### config.mk
export PLATFORM = sky130hd
export DESIGN_NAME = regfile_mp
export DESIGN_NICKNAME = d
export VERILOG_FILES = /design/src/rtl/rv_pkg.sv /design/src/rtl/rf_read_port.sv /design/src/rtl/regfile_mp.sv
export SDC_FILE = /design/constraint.sdc
export NUM_CORES = 2
export LEC_CHECK = 0
export BUFFER_PORTS_ARGS = -buffer_cell sky130_fd_sc_hd__buf_4
export CORE_UTILIZATION = 30
export DETAILED_ROUTE_END_ITERATION = 10
export GPL_ROUTABILITY_DRIVEN = 0
export MAX_ROUTING_LAYER = met4
export PLACE_DENSITY = 0.45
export SLEW_MARGIN = 20
export SYNTH_ARGS = -nofsm -noshare
export SYNTH_HDL_FRONTEND = slang
export SYNTH_SLANG_ARGS = --single-unit
### constraint.sdc
create_clock -name clk -period 5.2 [get_ports clk]
set_input_delay 1.04 -clock clk [delete_from_list [all_inputs] [get_ports clk]]
set_output_delay 1.04 -clock clk [all_outputs]
set_load 0.05 [all_outputs]
### src/rtl/rv_pkg.sv
// Shared constants and helpers for the multi-port integer register file.
// Imported by the storage top level and by each read-port slice.
package rv_pkg;

    localparam int unsigned REG_ZERO   = 0;
    localparam int unsigned DEF_ADDR_W = 5;
    localparam int unsigned DEF_DATA_W = 32;

    // Low bit of port k inside a packed bus of w-bit lanes.
    function automatic int unsigned slice_lo(
        input int unsigned k,
        input int unsigned w
    );
        return k * w;
    endfunction

endpackage

### src/rtl/rf_read_port.sv
// One register-file read port: same-cycle write forwarding and
// scoreboard busy gating, with x0 forced to zero and never busy.
module rf_read_port
    import rv_pkg::*;
#(
    parameter int unsigned ADDR_W = DEF_ADDR_W,
    parameter int unsigned DATA_W = DEF_DATA_W,
    parameter int unsigned BYPASS = 1
) (
    input  logic [ADDR_W-1:0] rs_addr_i,
    input  logic [DATA_W-1:0] stored_data_i,
    input  logic              stored_busy_i,
    input  logic              w0_en_i,
    input  logic [ADDR_W-1:0] w0_addr_i,
    input  logic [DATA_W-1:0] w0_data_i,
    input  logic              w1_en_i,
    input  logic [ADDR_W-1:0] w1_addr_i,
    input  logic [DATA_W-1:0] w1_data_i,
    output logic [DATA_W-1:0] rd_data_o,
    output logic              rd_busy_o
);

    localparam bit BYP = (BYPASS != 0);

    logic is_zero;
    logic w0_hit;
    logic w1_hit;

    assign is_zero = (rs_addr_i == ADDR_W'(REG_ZERO));
    assign w0_hit  = BYP && w0_en_i && (w0_addr_i == rs_addr_i) && !is_zero;
    assign w1_hit  = BYP && w1_en_i && (w1_addr_i == rs_addr_i) && !is_zero;

    // Port 1 has priority, matching the write-collision rule in storage.
    always_comb begin
        rd_data_o = stored_data_i;
        rd_busy_o = stored_busy_i;
        if (is_zero) begin
            rd_data_o = '0;
            rd_busy_o = 1'b0;
        end else begin
            if (w1_hit) begin
                rd_data_o = w1_data_i;
            end else if (w0_hit) begin
                rd_data_o = w0_data_i;
            end
            if (w0_hit || w1_hit) begin
                rd_busy_o = 1'b0;
            end
        end
    end

endmodule

### src/rtl/regfile_mp.sv
// Dual write-back, NUM_RD read register file with a per-register busy
// scoreboard used by issue for RAW hazard detection.
module regfile_mp
    import rv_pkg::*;
#(
    parameter int unsigned ADDR_W = DEF_ADDR_W,
    parameter int unsigned DATA_W = DEF_DATA_W,
    parameter int unsigned NUM_RD = 2,
    parameter int unsigned BYPASS = 1
) (
    input  logic                     clk,
    input  logic                     rst,
    input  logic                     w0_en,
    input  logic [ADDR_W-1:0]        w0_addr,
    input  logic [DATA_W-1:0]        w0_data,
    input  logic                     w1_en,
    input  logic [ADDR_W-1:0]        w1_addr,
    input  logic [DATA_W-1:0]        w1_data,
    input  logic [NUM_RD*ADDR_W-1:0] rs_addr,
    output logic [NUM_RD*DATA_W-1:0] read_data,
    output logic [NUM_RD-1:0]        rs_busy,
    input  logic                     iss_en,
    input  logic [ADDR_W-1:0]        iss_rd,
    output logic                     busy_any
);

    localparam int unsigned NREG = 2 ** ADDR_W;
    localparam logic [ADDR_W-1:0] ZERO_A = ADDR_W'(REG_ZERO);

    logic [NREG-1:0][DATA_W-1:0] regs_q;
    logic [NREG-1:0][DATA_W-1:0] regs_d;
    logic [NREG-1:0]             busy_q;
    logic [NREG-1:0]             busy_d;

    always_comb begin
        regs_d = regs_q;
        if (w0_en && (w0_addr != ZERO_A)) begin
            regs_d[w0_addr] = w0_data;
        end
        if (w1_en && (w1_addr != ZERO_A)) begin
            regs_d[w1_addr] = w1_data;
        end
    end

    // Set after clear: a fresh producer outranks the retiring one.
    always_comb begin
        busy_d = busy_q;
        if (w0_en) begin
            busy_d[w0_addr] = 1'b0;
        end
        if (w1_en) begin
            busy_d[w1_addr] = 1'b0;
        end
        if (iss_en) begin
            busy_d[iss_rd] = 1'b1;
        end
        busy_d[ZERO_A] = 1'b0;
    end

    always_ff @(posedge clk) begin
        if (rst) begin
            regs_q <= '0;
            busy_q <= '0;
        end else begin
            regs_q <= regs_d;
            busy_q <= busy_d;
        end
    end

    assign busy_any = |busy_q;

    for (genvar k = 0; k < NUM_RD; k++) begin : g_rd
        logic [ADDR_W-1:0] a;

        assign a = rs_addr[slice_lo(k, ADDR_W) +: ADDR_W];

        rf_read_port #(
            .ADDR_W (ADDR_W),
            .DATA_W (DATA_W),
            .BYPASS (BYPASS)
        ) u_port (
            .rs_addr_i     (a),
            .stored_data_i (regs_q[a]),
            .stored_busy_i (busy_q[a]),
            .w0_en_i       (w0_en),
            .w0_addr_i     (w0_addr),
            .w0_data_i     (w0_data),
            .w1_en_i       (w1_en),
            .w1_addr_i     (w1_addr),
            .w1_data_i     (w1_data),
            .rd_data_o     (read_data[slice_lo(k, DATA_W) +: DATA_W]),
            .rd_busy_o     (rs_busy[k])
        );
    end

endmodule
# Word level (Yosys, flattened, before mapping)

Index checks and enable logic that the tools add are counted.

Register bits after elaboration: 1056
Input bits: 94

Magnitude comparators: 8
Equality and inequality tests: 4
Muxes and demuxes: 35
Bitwise operators: 5
Reduce and logical (&&, ||, !) cells: 22

Operator list:

| operator                                             | count |
|---|---|
| bitwise mux 1024 bit                                 | 2 |
| two-way mux 1024 bit                                 | 2 |
| two-way mux 32 bit                                   | 13 |
| binary-select mux 32 bit (select 5 bit)              | 2 |
| demux 32 bit (select 5 bit)                          | 2 |
| bitwise AND 32 bit                                   | 2 |
| inverter 32 bit                                      | 2 |
| bitwise OR 32 bit                                    | 1 |
| OR reduction 32 bit                                  | 1 |
| < comparator 5 x 6 -> 1 bit (second input constant)  | 5 |
| equality test 5 bit                                  | 4 |
| demux 1 bit (select 5 bit)                           | 3 |
| >= comparator 5 x 1 -> 1 bit (second input constant) | 3 |
| logical AND 1 bit                                    | 13 |
| binary-select mux 1 bit (select 5 bit)               | 2 |
| logical NOT 5 bit                                    | 2 |
| nonzero test 5 bit                                   | 2 |
| two-way mux 1 bit                                    | 9 |
| logical NOT 1 bit                                    | 2 |
| logical OR 1 bit                                     | 2 |

# Depth between registers and ports, before layout

Word-level depth: 11
Gate-level depth with buffers: 11

# Modules after synthesis

Synthesis repeated with hierarchy kept, for this count alone.

Cell total of the unflattened synthesis: 7163
Area, all modules: 63236.9 um2

By module, submodules not included:

| module       | instances | cells each | area each (um2) | sequential area each (um2) |
|---|---|---|---|---|
| regfile_mp   | 1         | 6811       | 60839.6         | 21120.3 |
| rf_read_port | 2         | 176        | 1198.6          | 0.0 |

# Least setup slack after synthesis

No wires, ideal clock.

Path kind: input to output
Start point: in rs_addr[1]
End point: out read_data[28]
Arrival: 4039 ps
Required time: 4160 ps
Path slack: 121 ps
Stages on the path: 9
Cell sequence: buf_4 -> buf_8 -> buf_12 -> buf_8 -> mux4_2 -> nor3_1 -> a2111oi_2 -> a211oi_1 -> a2111oi_1

Word-level cells in the longest chain between the ends: 6
Elaborated cells on any way between the ends: 13
Those cells by class: eq/ne (2); mux (5); reduce/logical (6)

RTL lines:

| element                                                                                         | RTL line           | source |
|---|---|---|
| start: declaration                                                                              | regfile_mp.sv:19   | `input logic [NUM_RD*ADDR_W-1:0] rs_addr,` |
| parallel branches: the longest is 5 deep, another holds binary-select mux 32 bit (select 5 bit) | --                 |  |
| two-way mux 32 bit *                                                                            | rf_read_port.sv:37 | `if (is_zero) begin` |
| end: declaration                                                                                | regfile_mp.sv:20   | `output logic [NUM_RD*DATA_W-1:0] read_data,` |

Mark *: on every way between the ends. The select of a mux whose other input is x is not followed.

# Final worst setup path

Start point: in rs_addr[1]
End point: out read_data[23]

The elaborated chain is that of the path after synthesis.

==> results.yml <==
clock_tree:
  cts_hold_buf: 0
  tritoncts_clock_tree: "built"
  htree_levels: 4
  clock_sinks: 1055
  root_buffer: "sky130_fd_sc_hd__clkbuf_16"
  post-cts-setup-buffers: 0
  clk_transition_reported_paths_ps: 60
  cts.path.max_buffers: 3
  cts_made_buffers: 132
  clock_latency_ps: 780
placement:
  pre_cts_slack_ps: -78.9
  hpwl_um: 207000
  place.port_buffers: 160
  placement.cell_area_mm2: 0.0685
final_layout:
  stdcell_area_mm2: 0.0730
  fillCellCount: 21500
  areaGrowthSynthToFinish_pct: 13.3
  area.sequential_mm2: 0.0211
  drive_above_1_share: 0.176
  nets: 6613
  area_of_combinational_cells_with_multiple_inputs_mm2: 0.0398
synthesis:
  netlist_top_cells_area: "sky130_fd_sc_hd__dfxtp_1 (33%), sky130_fd_sc_hd__mux2i_1 (16%), sky130_fd_sc_hd__mux4_2 (14%), sky130_fd_sc_hd__a211oi_1 (8.6%), sky130_fd_sc_hd__nor2_1 (6.3%)"
  yosys.area.top_type_share: 0.328
  synth.top_cells.by_count: "sky130_fd_sc_hd__nor2_1 (1080), sky130_fd_sc_hd__dfxtp_1 (1055), sky130_fd_sc_hd__mux2i_1 (1054)"
  synth-edff-count: 0
  syn_avg_cell_area_um2: 9.32
  synthesis.nets: 7013
  yosys_warnings: 0
  ys_seq_area_frac: 0.328
  synth-seq-cells: 1055
  leading_cell_type_by_number_of_instances_after_synthesis: "sky130_fd_sc_hd__nor2_1"
  postSynth.asyncResetShare: 0
  synth.cell_area_mm2: 0.0645
  library_cell_occupying_the_most_area_in_the_post_synthesis_netlist: "sky130_fd_sc_hd__dfxtp_1"
  synth-main-ff-cell: "sky130_fd_sc_hd__dfxtp_1"
  yosysUniqueCellTypes: 56
  synthCells: 6919
global_routing:
  grt_overflow_total: 0
  grt_pass1_wl_um: 478000
  first_global_vias: 56700
  grt_max_degree: 116
  grt_use_total: 0.320
  initial_antenna_violation_count: 26
worst_setup_path:
  critical_path_arrival_ps: 4040
  worst_path_most_repeated_cell: "sky130_fd_sc_hd__buf_4"
  timing.critical_path.required_ps: 4160
  setup.worst_path.class: "in2out"
  family_of_cells_with_the_greatest_summed_delay_on_the_critical_path: "buffers and inverters"
  crit_path_top_delay_cell: "sky130_fd_sc_hd__nor4_1"
  crit_path_max_fanout: 43
  worst_setup_path_startpoint: "rs_addr[1]"
  critPathLaunchType: "primary input"
  worst_setup_path_end_kind: "primary output"
  crit_path_max_incr_delay_ps: 870
  crit_buf_inv: 3
  r2r-start: "regs_q[921]"
  crit_path_cell_trace: "buf_8, buf_4, mux4_2, mux2i_1, a22o_1, nor4_1, a221o_1, buf_4"
outcome:
  outcome: "finished, final reports clean"
drt:
  vias_per_cell: 6.45
  detailroute.via_count: 61100
  wirelength_um: 347000
  drt_pass1_iterations: 5
  postRouteAntennaNets: 0
  drc_errors: 0
  routedWlPerCell_um: 36.7
  detail_route.iter0.violations: 8434
floorplan:
  die_area_mm2: 0.217
  start_util: 0.303
  num_rows: 169
  floorplan.die.height_um: 466
  design.core.area_mm2: 0.213
  count_of_boundary_i_o_pins: 161
  dieWidth_um: 466
timing:
  post-route-worst-setup-slack_ps: 122
  achievable-frequency_ghz: 0.197
  final.setup_skew_ps: 0
  setup_violations: 0
  finalWorstPathRequiredPeriod_ps: 5080
  number_of_pins_with_negative_max_slew_slack_in_the_final_report: 0
  hold-worst-slack_ps: 483
  report.final.hold_viol_count: 0
  layout_worst_path_cycle_share: 0.977
  worstMarginPinSlew_ps: 1240
  worst_slew_margin_rel: 0.169
  grt_setup_unrepaired: "no"
pwr:
  cellPowerDensity_mw_per_mm2: 288
  p_leak_nw: 25.9
  power.ir.vdd_worst_mv: 0.302
worst_hold_path:
  timing.hold.worst.start: "regs_q[21]"
  timing.hold.worst.class: "reg2reg"
run:
  drv.max_cap_violation_count: 0
## state kept, by name, summed over array words and instances, names as in the netlist
| signal | flops |
|---|---|
| regs_q | 1024 |
| busy_q | 31 |
## worst paths after layout
path	end	slack [ps]	cells past startpoint
worst min-delay path	regs_q[21]	480	1
worst max register to register	regs_q[921]	4260	2
worst min register to register	regs_q[21]	480	1
worst max-delay path	read_data[23]	120	8
## stage by stage
| step | setup TNS, ps | power [mW] | instances | utilization |
|---|---|---|---|---|
| global route | 0 | 21.4 | 9468 | 0.343 |
| detailed placement | -156 | 11.4 | 9206 | 0.322 |
| global placement | -327 | 11.4 | 9206 | 0.322 |
| CTS | 0 | 21.0 | 9444 | 0.343 |
| floorplan | 0 | 10.2 | 6919 | - |
| finish | 0 | 21.0 | 9470 | 0.343 |
## cells in the final DEF (no fill, tap or decap), types with 10 or more instances in the layout
cell type,Yosys,routed
sky130_fd_sc_hd__diode_2,0,26
sky130_fd_sc_hd__a21oi_1,19,19
sky130_fd_sc_hd__mux4_2,405,405
sky130_fd_sc_hd__a22oi_1,161,161
sky130_fd_sc_hd__a32oi_1,16,16
sky130_fd_sc_hd__buf_4,44,378
sky130_fd_sc_hd__nor2_4,5,23
sky130_fd_sc_hd__clkbuf_16,0,136
sky130_fd_sc_hd__a311oi_1,256,256
sky130_fd_sc_hd__nand2_1,425,379
sky130_fd_sc_hd__a21boi_1,15,15
sky130_fd_sc_hd__nor4_1,37,34
sky130_fd_sc_hd__nand3b_1,10,10
sky130_fd_sc_hd__buf_12,1,60
sky130_fd_sc_hd__o22ai_1,45,45
sky130_fd_sc_hd__a211oi_1,740,740
sky130_fd_sc_hd__o2111ai_1,31,31
sky130_fd_sc_hd__a22o_1,31,31
sky130_fd_sc_hd__mux2i_1,1054,1054
sky130_fd_sc_hd__nand2_4,0,44
sky130_fd_sc_hd__nor2b_1,45,38
sky130_fd_sc_hd__o21ai_1,11,12
sky130_fd_sc_hd__a221o_1,29,28
sky130_fd_sc_hd__nor2_1,1080,1066
sky130_fd_sc_hd__clkinv_2,0,21
sky130_fd_sc_hd__nand3_1,293,292
sky130_fd_sc_hd__dfxtp_1,1055,1055
sky130_fd_sc_hd__clkbuf_8,0,28
sky130_fd_sc_hd__nand4_1,36,36
sky130_fd_sc_hd__xnor2_1,12,12
sky130_fd_sc_hd__clkbuf_1,659,31
sky130_fd_sc_hd__o21ai_0,55,54
## routing by layer
metal,wire length (um),part of all wire,track usage,vias up
met5,0,0,-,-
met4,21300,0.061,0.172,0
met3,34800,0.10,0.0721,922
met2,152000,0.44,0.469,3985
met1,140000,0.40,0.406,30900
li1,-,-,-,25200
## report_power, final
group,switching [mW],internal (mW),total (mW),leakage [nW]
clock network,4.07,5.61,9.68,2.17
registers,0.138,8.24,8.38,8.52
logic,2.06,0.883,2.94,15.2
## cell type report
class / count / share of cell area
diodes: 26 / 0.000891
clock buffers: 195 / 0.0535
clock inverters: 43 / 0.00687
inverters: 3 / 0.000154
multi-input cells: 4883 / 0.545
flip-flops and latches: 1055 / 0.289
well taps: 2821 / 0.0483
repair buffers: 444 / 0.0565
## kinds of logic after synthesis
family                    share of synthesized area
and+or+nand+nor                               0.131
muxes                                         0.306
AOI/OAI and AO/OA                             0.168
DFF                                           0.328
buffers and inverters                        0.0652
xor gates and xnor gates                    0.00272
## repair_timing
item                                    CTS  global route
cloned                                    0             0
endpoints found under the setup margin    3             1
resized for setup                         3             1
Note: power is estimated with default switching activity, not from simulation.
